--- config.mk ---
export PLATFORM = sky130hd
export DESIGN_NAME = dmem_lsu_master_flat
export DESIGN_NICKNAME = d
export VERILOG_FILES = /design/src/rtl/dmem_lsu_master_if.sv /design/src/rtl/dmem_lsu_master.sv /design/src/flat_wrapper.sv
export SDC_FILE = /design/constraint.sdc
export NUM_CORES = 1
export LEC_CHECK = 0
export ABC_CLOCK_PERIOD_IN_PS = 3500
export BUFFER_PORTS_ARGS = -buffer_cell sky130_fd_sc_hd__buf_4
export CAP_MARGIN = 10
export CORE_ASPECT_RATIO = 0.9
export CORE_MARGIN = 2
export CORE_UTILIZATION = 53
export CTS_CLUSTER_SIZE = 24
export DETAILED_ROUTE_END_ITERATION = 10
export PLACE_DENSITY_LB_ADDON = 0.08
export SYNTH_ARGS = -nofsm -noshare
export SYNTH_HDL_FRONTEND = slang
export SYNTH_SLANG_ARGS = --single-unit
export TNS_END_PERCENT = 20
--- constraint.sdc ---
create_clock -name clk -period 3.5 [get_ports clk]
set_input_delay 0.525 -clock clk [delete_from_list [all_inputs] [get_ports clk]]
set_output_delay 0.525 -clock clk [all_outputs]
set_load 0.03 [all_outputs]
--- src/rtl/dmem_lsu_master_if.sv ---
// Core-request, response and data-memory signal bundle for the LSU.
// master: LSU side; slave: core + memory side.
interface dmem_lsu_master_if;
  logic        req_valid;
  logic        req_ready;
  logic        req_we;
  logic [2:0]  req_funct3;
  logic [31:0] req_addr;
  logic [31:0] req_wdata;
  logic        resp_valid;
  logic [31:0] resp_rdata;
  logic        resp_fault;
  logic [31:0] mem_addr;
  logic [31:0] mem_wdata;
  logic        mem_we;
  logic [31:0] mem_rdata;

  modport master (
    input  req_valid, req_we, req_funct3,
    input  req_addr, req_wdata, mem_rdata,
    output req_ready, resp_valid, resp_rdata,
    output resp_fault, mem_addr, mem_wdata, mem_we
  );

  modport slave (
    output req_valid, req_we, req_funct3,
    output req_addr, req_wdata, mem_rdata,
    input  req_ready, resp_valid, resp_rdata,
    input  resp_fault, mem_addr, mem_wdata, mem_we
  );
endinterface

--- src/rtl/dmem_lsu_master.sv ---
// RV32I load/store unit driving a word-addressed single-port data memory.
// Ports: clk, rst (sync, active high), bus (dmem_lsu_master_if.master).
// Optional LSU_RANGE_CHECK_EN: address bits above the memory fault.
module dmem_lsu_master #(
  parameter int ADDR_W = 10
) (
  input  logic clk,
  input  logic rst,
  dmem_lsu_master_if.master bus
);

  typedef enum logic [2:0] {
    IDLE, RD, WR, RMW_RD, RMW_WR, RESP
  } state_t;

  state_t state_q, state_d;

  logic [2:0]  f3_q;
  logic [1:0]  lane_q;
  logic [31:0] wdata_q;
  logic [31:0] addr_q;
  logic [31:0] mem_wdata_q;
  logic [31:0] rdata_q;
  logic        fault_q;

  logic        acc;
  logic [2:0]  f3;
  logic [31:0] a;
  logic        is_h, is_w;
  logic        legal, mis, oor, fault;
  logic        c_flt, c_rd, c_wr, c_rmw;
  logic [7:0]  byte_v;
  logic [15:0] half_v;
  logic [31:0] ext;
  logic [31:0] merged;

  assign acc = bus.req_valid && (state_q == IDLE);
  assign f3  = bus.req_funct3;
  assign a   = bus.req_addr;

  assign is_h = (f3[1:0] == 2'b01);
  assign is_w = (f3 == 3'b010);

  // Stores only have B/H/W encodings; BU/HU are load-only.
  assign legal = bus.req_we ? (f3 inside {3'b000, 3'b001, 3'b010})
                            : (f3 inside {3'b000, 3'b001, 3'b010,
                                          3'b100, 3'b101});
  assign mis = (is_h && a[0]) || (is_w && (a[1:0] != 2'b00));

`ifdef LSU_RANGE_CHECK_EN
  assign oor = |a[31:ADDR_W+2];
`else
  logic [29-ADDR_W:0] unused_hi;
  assign unused_hi = a[31:ADDR_W+2];
  assign oor = 1'b0;
`endif

  assign fault = !legal || mis || oor;

  assign c_flt = fault;
  assign c_rd  = !fault && !bus.req_we;
  assign c_wr  = !fault && bus.req_we && is_w;
  assign c_rmw = !fault && bus.req_we && !is_w;

  assign byte_v = bus.mem_rdata[{lane_q, 3'b000} +: 8];
  assign half_v = bus.mem_rdata[{lane_q[1], 4'b0000} +: 16];

  always_comb begin
    ext = bus.mem_rdata;
    unique case (f3_q)
      3'b000:  ext = {{24{byte_v[7]}}, byte_v};
      3'b001:  ext = {{16{half_v[15]}}, half_v};
      3'b100:  ext = {24'b0, byte_v};
      3'b101:  ext = {16'b0, half_v};
      default: ext = bus.mem_rdata;
    endcase
  end

  // f3_q[0] separates SH from SB on the read-modify-write path.
  always_comb begin
    merged = bus.mem_rdata;
    if (f3_q[0])
      merged[{lane_q[1], 4'b0000} +: 16] = wdata_q[15:0];
    else
      merged[{lane_q, 3'b000} +: 8] = wdata_q[7:0];
  end

  always_comb begin
    state_d = state_q;
    unique case (state_q)
      IDLE: begin
        if (acc) begin
          unique case (1'b1)
            c_flt: state_d = RESP;
            c_rd:  state_d = RD;
            c_wr:  state_d = WR;
            c_rmw: state_d = RMW_RD;
            default: state_d = RESP;
          endcase
        end
      end
      RD:      state_d = RESP;
      WR:      state_d = RESP;
      RMW_RD:  state_d = RMW_WR;
      RMW_WR:  state_d = RESP;
      RESP:    state_d = IDLE;
      default: state_d = IDLE;
    endcase
  end

  always_ff @(posedge clk) begin
    if (rst) begin
      state_q     <= IDLE;
      f3_q        <= '0;
      lane_q      <= '0;
      wdata_q     <= '0;
      addr_q      <= '0;
      mem_wdata_q <= '0;
      rdata_q     <= '0;
      fault_q     <= 1'b0;
    end else begin
      state_q <= state_d;
      if (acc) begin
        f3_q    <= f3;
        lane_q  <= a[1:0];
        wdata_q <= bus.req_wdata;
        addr_q  <= {{(32-ADDR_W){1'b0}}, a[ADDR_W+1:2]};
        if (c_wr)
          mem_wdata_q <= bus.req_wdata;
        if (c_flt) begin
          rdata_q <= '0;
          fault_q <= 1'b1;
        end
      end
      unique case (state_q)
        RD: begin
          rdata_q <= ext;
          fault_q <= 1'b0;
        end
        WR, RMW_WR: begin
          rdata_q <= '0;
          fault_q <= 1'b0;
        end
        RMW_RD: mem_wdata_q <= merged;
        default: ;
      endcase
    end
  end

  assign bus.req_ready  = (state_q == IDLE);
  assign bus.resp_valid = (state_q == RESP);
  assign bus.resp_rdata = rdata_q;
  assign bus.resp_fault = fault_q;
  assign bus.mem_addr   = addr_q;
  assign bus.mem_wdata  = mem_wdata_q;
  assign bus.mem_we     = (state_q == WR) || (state_q == RMW_WR);

endmodule

--- src/flat_wrapper.sv ---
// flat-port wrapper written by rule: the top's interface ports become plain ports
module dmem_lsu_master_flat 
#(
  parameter int ADDR_W = 10
)
  (clk, rst, bus_req_valid, bus_req_we, bus_req_funct3, bus_req_addr, bus_req_wdata, bus_mem_rdata, bus_req_ready, bus_resp_valid, bus_resp_rdata, bus_resp_fault, bus_mem_addr, bus_mem_wdata, bus_mem_we);
  dmem_lsu_master_if bus_i ();
  input  logic clk;
  input  logic rst;
  input wire logic [$bits(bus_i.req_valid)-1:0] bus_req_valid;
  input wire logic [$bits(bus_i.req_we)-1:0] bus_req_we;
  input wire logic [$bits(bus_i.req_funct3)-1:0] bus_req_funct3;
  input wire logic [$bits(bus_i.req_addr)-1:0] bus_req_addr;
  input wire logic [$bits(bus_i.req_wdata)-1:0] bus_req_wdata;
  input wire logic [$bits(bus_i.mem_rdata)-1:0] bus_mem_rdata;
  output wire logic [$bits(bus_i.req_ready)-1:0] bus_req_ready;
  output wire logic [$bits(bus_i.resp_valid)-1:0] bus_resp_valid;
  output wire logic [$bits(bus_i.resp_rdata)-1:0] bus_resp_rdata;
  output wire logic [$bits(bus_i.resp_fault)-1:0] bus_resp_fault;
  output wire logic [$bits(bus_i.mem_addr)-1:0] bus_mem_addr;
  output wire logic [$bits(bus_i.mem_wdata)-1:0] bus_mem_wdata;
  output wire logic [$bits(bus_i.mem_we)-1:0] bus_mem_we;
  assign bus_i.req_valid = bus_req_valid;
  assign bus_i.req_we = bus_req_we;
  assign bus_i.req_funct3 = bus_req_funct3;
  assign bus_i.req_addr = bus_req_addr;
  assign bus_i.req_wdata = bus_req_wdata;
  assign bus_i.mem_rdata = bus_mem_rdata;
  assign bus_req_ready = bus_i.req_ready;
  assign bus_resp_valid = bus_i.resp_valid;
  assign bus_resp_rdata = bus_i.resp_rdata;
  assign bus_resp_fault = bus_i.resp_fault;
  assign bus_mem_addr = bus_i.mem_addr;
  assign bus_mem_wdata = bus_i.mem_wdata;
  assign bus_mem_we = bus_i.mem_we;
  dmem_lsu_master #(.ADDR_W(ADDR_W)) u_core (.clk(clk), .rst(rst), .bus(bus_i));
endmodule
==> out/results.txt <==
Initial core utilization: 54.71%
Die H: 96.28 um
Netlist Area Pre-Place: 5015 um^2
Die area: 10,260 um^2
Setup violators final: 0
Slowest stage delay, CP: 620 ps
Post-CTS Setup Bufs: 0
Share of the synthesized area in the top cell type: 39.52%
H-tree Lvls: 3
First-pass GRT wire length: 24,010 um
Root Driver: clkbuf_8
RSZ-0062 raised after global routing: no
CP top delay family: compound AO/OA/AOI/OAI gates
CP max FO: 16
Final hold vios: 0
Met1 Use GR: 39.45%
Post-synthesis cell type count: 52
Max clock buf depth: 2
Core area: 9166 um^2
MaxCap Viol Count: 0
Achievable Freq: 410.4 MHz
Most common cell after layout, fill and taps aside: buf_4
Vias in the first global route: 4,699
Initial antenna violation count: 0
Minimum clock period: 2436 ps
Via total after detailed routing: 5,112
Pin count of the biggest net entering global routing: 53
Ys async rst share: 0%
Commonest cells after routing, fill and taps aside: buf_4, dfxtp_1, nand2_1, a21oi_1, o221ai_1
Top_reg_cell synth: dfxtp_1
I/O Pins: 203
CTS buffer count: 9
EDFF count, synth: 0
N_diodes: 0
GRT met2 Usage: 49.09%
TritonCTS clock tree: done
CTS sink count: 99
Startpoint Class: flip-flop
Clock power frac: 30.9%
Flop pwr share: 46.5%
Final GP Congestion: 0.9327
Switch share: 31.55%
Port buffer count: 160
Clk_skew: 9.218 ps
Int Pwr: 0.001848 W
WL final: 15,480 um
Final TNS setup: 0 ps
# nets final: 811
GRT Total Usage: 29.77%
Critical path type: flip-flop to flip-flop
First DRT Iteration DRCs: 469
Switching pwr: 0.0008517 W
CP Capture Type: flip-flop
Register area share after synthesis: 39.52%
Vias/cell: 6.159
Met3 usage: 6.026%
Hold Slack: 393.4 ps
Largest area contributor in the netlist: dfxtp_1
Post-Synthesis Cells: 570
DRT Pass-1 Iters: 5
Combinational share of power: 22.6%
WP data required: 3790 ps
Antenna-violating nets left: 0
Worst-Margin Slew: 897.0 ps
Site Rows: 33
P per Cell Area: 422.0 nW/um^2
Die Span X: 106.5 um
Post-detail-place hpwl: 11,190 um
CP max-delay cell: o31ai_1
Area growth syn-to-layout: 27.57%
Worst EP arrival: 2730 ps
Drt drc: 0
GRT busiest layer: met2
WL/cell: 18.65 um
Leak: 2.741 nW
Grt total ovfl: 0
Final Cycle Share: 69.61%
Run status: finished, final reports clean
Worst vdd ir: 0.2784 mV
Worst skew pair latency: 370 ps
Hold crit path type: primary input to flip-flop
Share of cells above drive strength 1: 29.38%
Relative slew margins: 40.12%
Clock Pin Slew Worst Setup and Hold Paths: 100 ps
Mean post-synth cell area: 8.798 um^2
Fin. max-slew vios: 0
Number of synthesis warnings: 0
Sequence of cells on the critical path: buf_4 -> inv_2 -> ha_1 -> nand2_1 -> o31ai_1 -> a22oi_1 -> o221ai_1
WP buf/inv: 2
Synthesized flop and latch total: 99
Post_cts resized: 0
Top cells by area, synth: dfxtp_1, nand2_1, o221ai_1
CTS Hold Buffers Added: 0
==> cell usage after synthesis, types with 16 or more instances <==
cell type and count:
a2111oi_0 16, a211oi_1 16, a21oi_1 43, a221o_1 17, a221oi_1 16, buf_4 22, clkbuf_1 40, dfxtp_1 99
mux2i_1 17, nand2_1 92, nand4_1 17, o221ai_1 25
==> worst register-to-register path, stage by stage, from the launching register on <==
cell and delay, ps:
dfxtp_1 350, buf_4 240, inv_2 170, ha_1 400
nand2_1 100, o31ai_1 620, a22oi_1 230, o221ai_1 250
==> state kept, by name (all words and copies together) (netlist names) <==
name                   flops
u_core.lane_q              2
u_core.wdata_q            16
u_core.bus.mem_addr       10
u_core.f3_q                3
u_core.bus.mem_wdata      32
u_core.state_q             3
u_core.bus.resp_fault      1
u_core.bus.resp_rdata     32
==> per-layer routing <==
layer | up-vias | routed length [um]
li1 | 2391 | -
met1 | 2424 | 6431
met2 | 263 | 7280
met3 | 34 | 1429
met4 | 0 | 340
met5 | - | 0
==> through the flow <==
stage	instances	area [um^2]	setup WS (ps)	utilization [%]	power [W]
floorplan	591	5094	1267	-	0.001659
global placement	814	6171	1019	67.32	0.001870
detailed placement	814	6171	899.9	67.32	0.001884
CTS	830	6397	1109	69.79	0.002706
global route	830	6397	908.6	69.79	0.002800
finish	830	6397	1064	69.79	0.002700
==> cell type report <==
| cell class | count | area, um^2 |
|---|---|---|
| repair buffers | 172 | 1291 |
| well taps | 122 | 152.6 |
| flip-flops and latches | 99 | 1982 |
| clock buffers | 10 | 137.6 |
| inverters | 9 | 33.78 |
| clock inverters | 6 | 88.84 |
| fillers | 763 | 2769 |
| multi-input cells | 412 | 2711 |
==> power groups by stage <==
stage | registers [W] | clock network [W] | logic [W]
floorplan | 0.00133 | 0 | 0.000324
global placement | 0.00127 | 0 | 0.000595
detailed placement | 0.00128 | 0 | 0.000607
CTS | 0.00125 | 0.000846 | 0.000608
global route | 0.00126 | 0.000882 | 0.000657
finish | 0.00125 | 0.000835 | 0.000611
==> logic make-up after synthesis <==
family                   share of synthesized area [%]
other                                          0.07478
multiplexers                                     6.537
flip-flops                                       39.52
AND/OR/NAND/NOR                                  16.14
AO/OA/AOI/OAI                                    28.09
XOR/XNOR                                        0.1747
adder cells (fa/ha/maj)                          1.248
buffers and inverters                            8.208
==> final timing paths <==
path         cells after the start                                     end                                    from  slack, ps
max reg2reg                      7   u_core.bus.mem_wdata[23]$_SDFFE_PP0P_           u_core.lane_q[1]$_SDFFE_PP0P_       1060
min                              3     u_core.bus.mem_addr[5]$_SDFFE_PP0P_                         bus_req_addr[7]        390
max                              7   u_core.bus.mem_wdata[23]$_SDFFE_PP0P_           u_core.lane_q[1]$_SDFFE_PP0P_       1060
min reg2reg                      1  u_core.bus.resp_rdata[14]$_SDFFE_PP0P_  u_core.bus.resp_rdata[14]$_SDFFE_PP0P_        460
(Power assumes the default switching activity.)
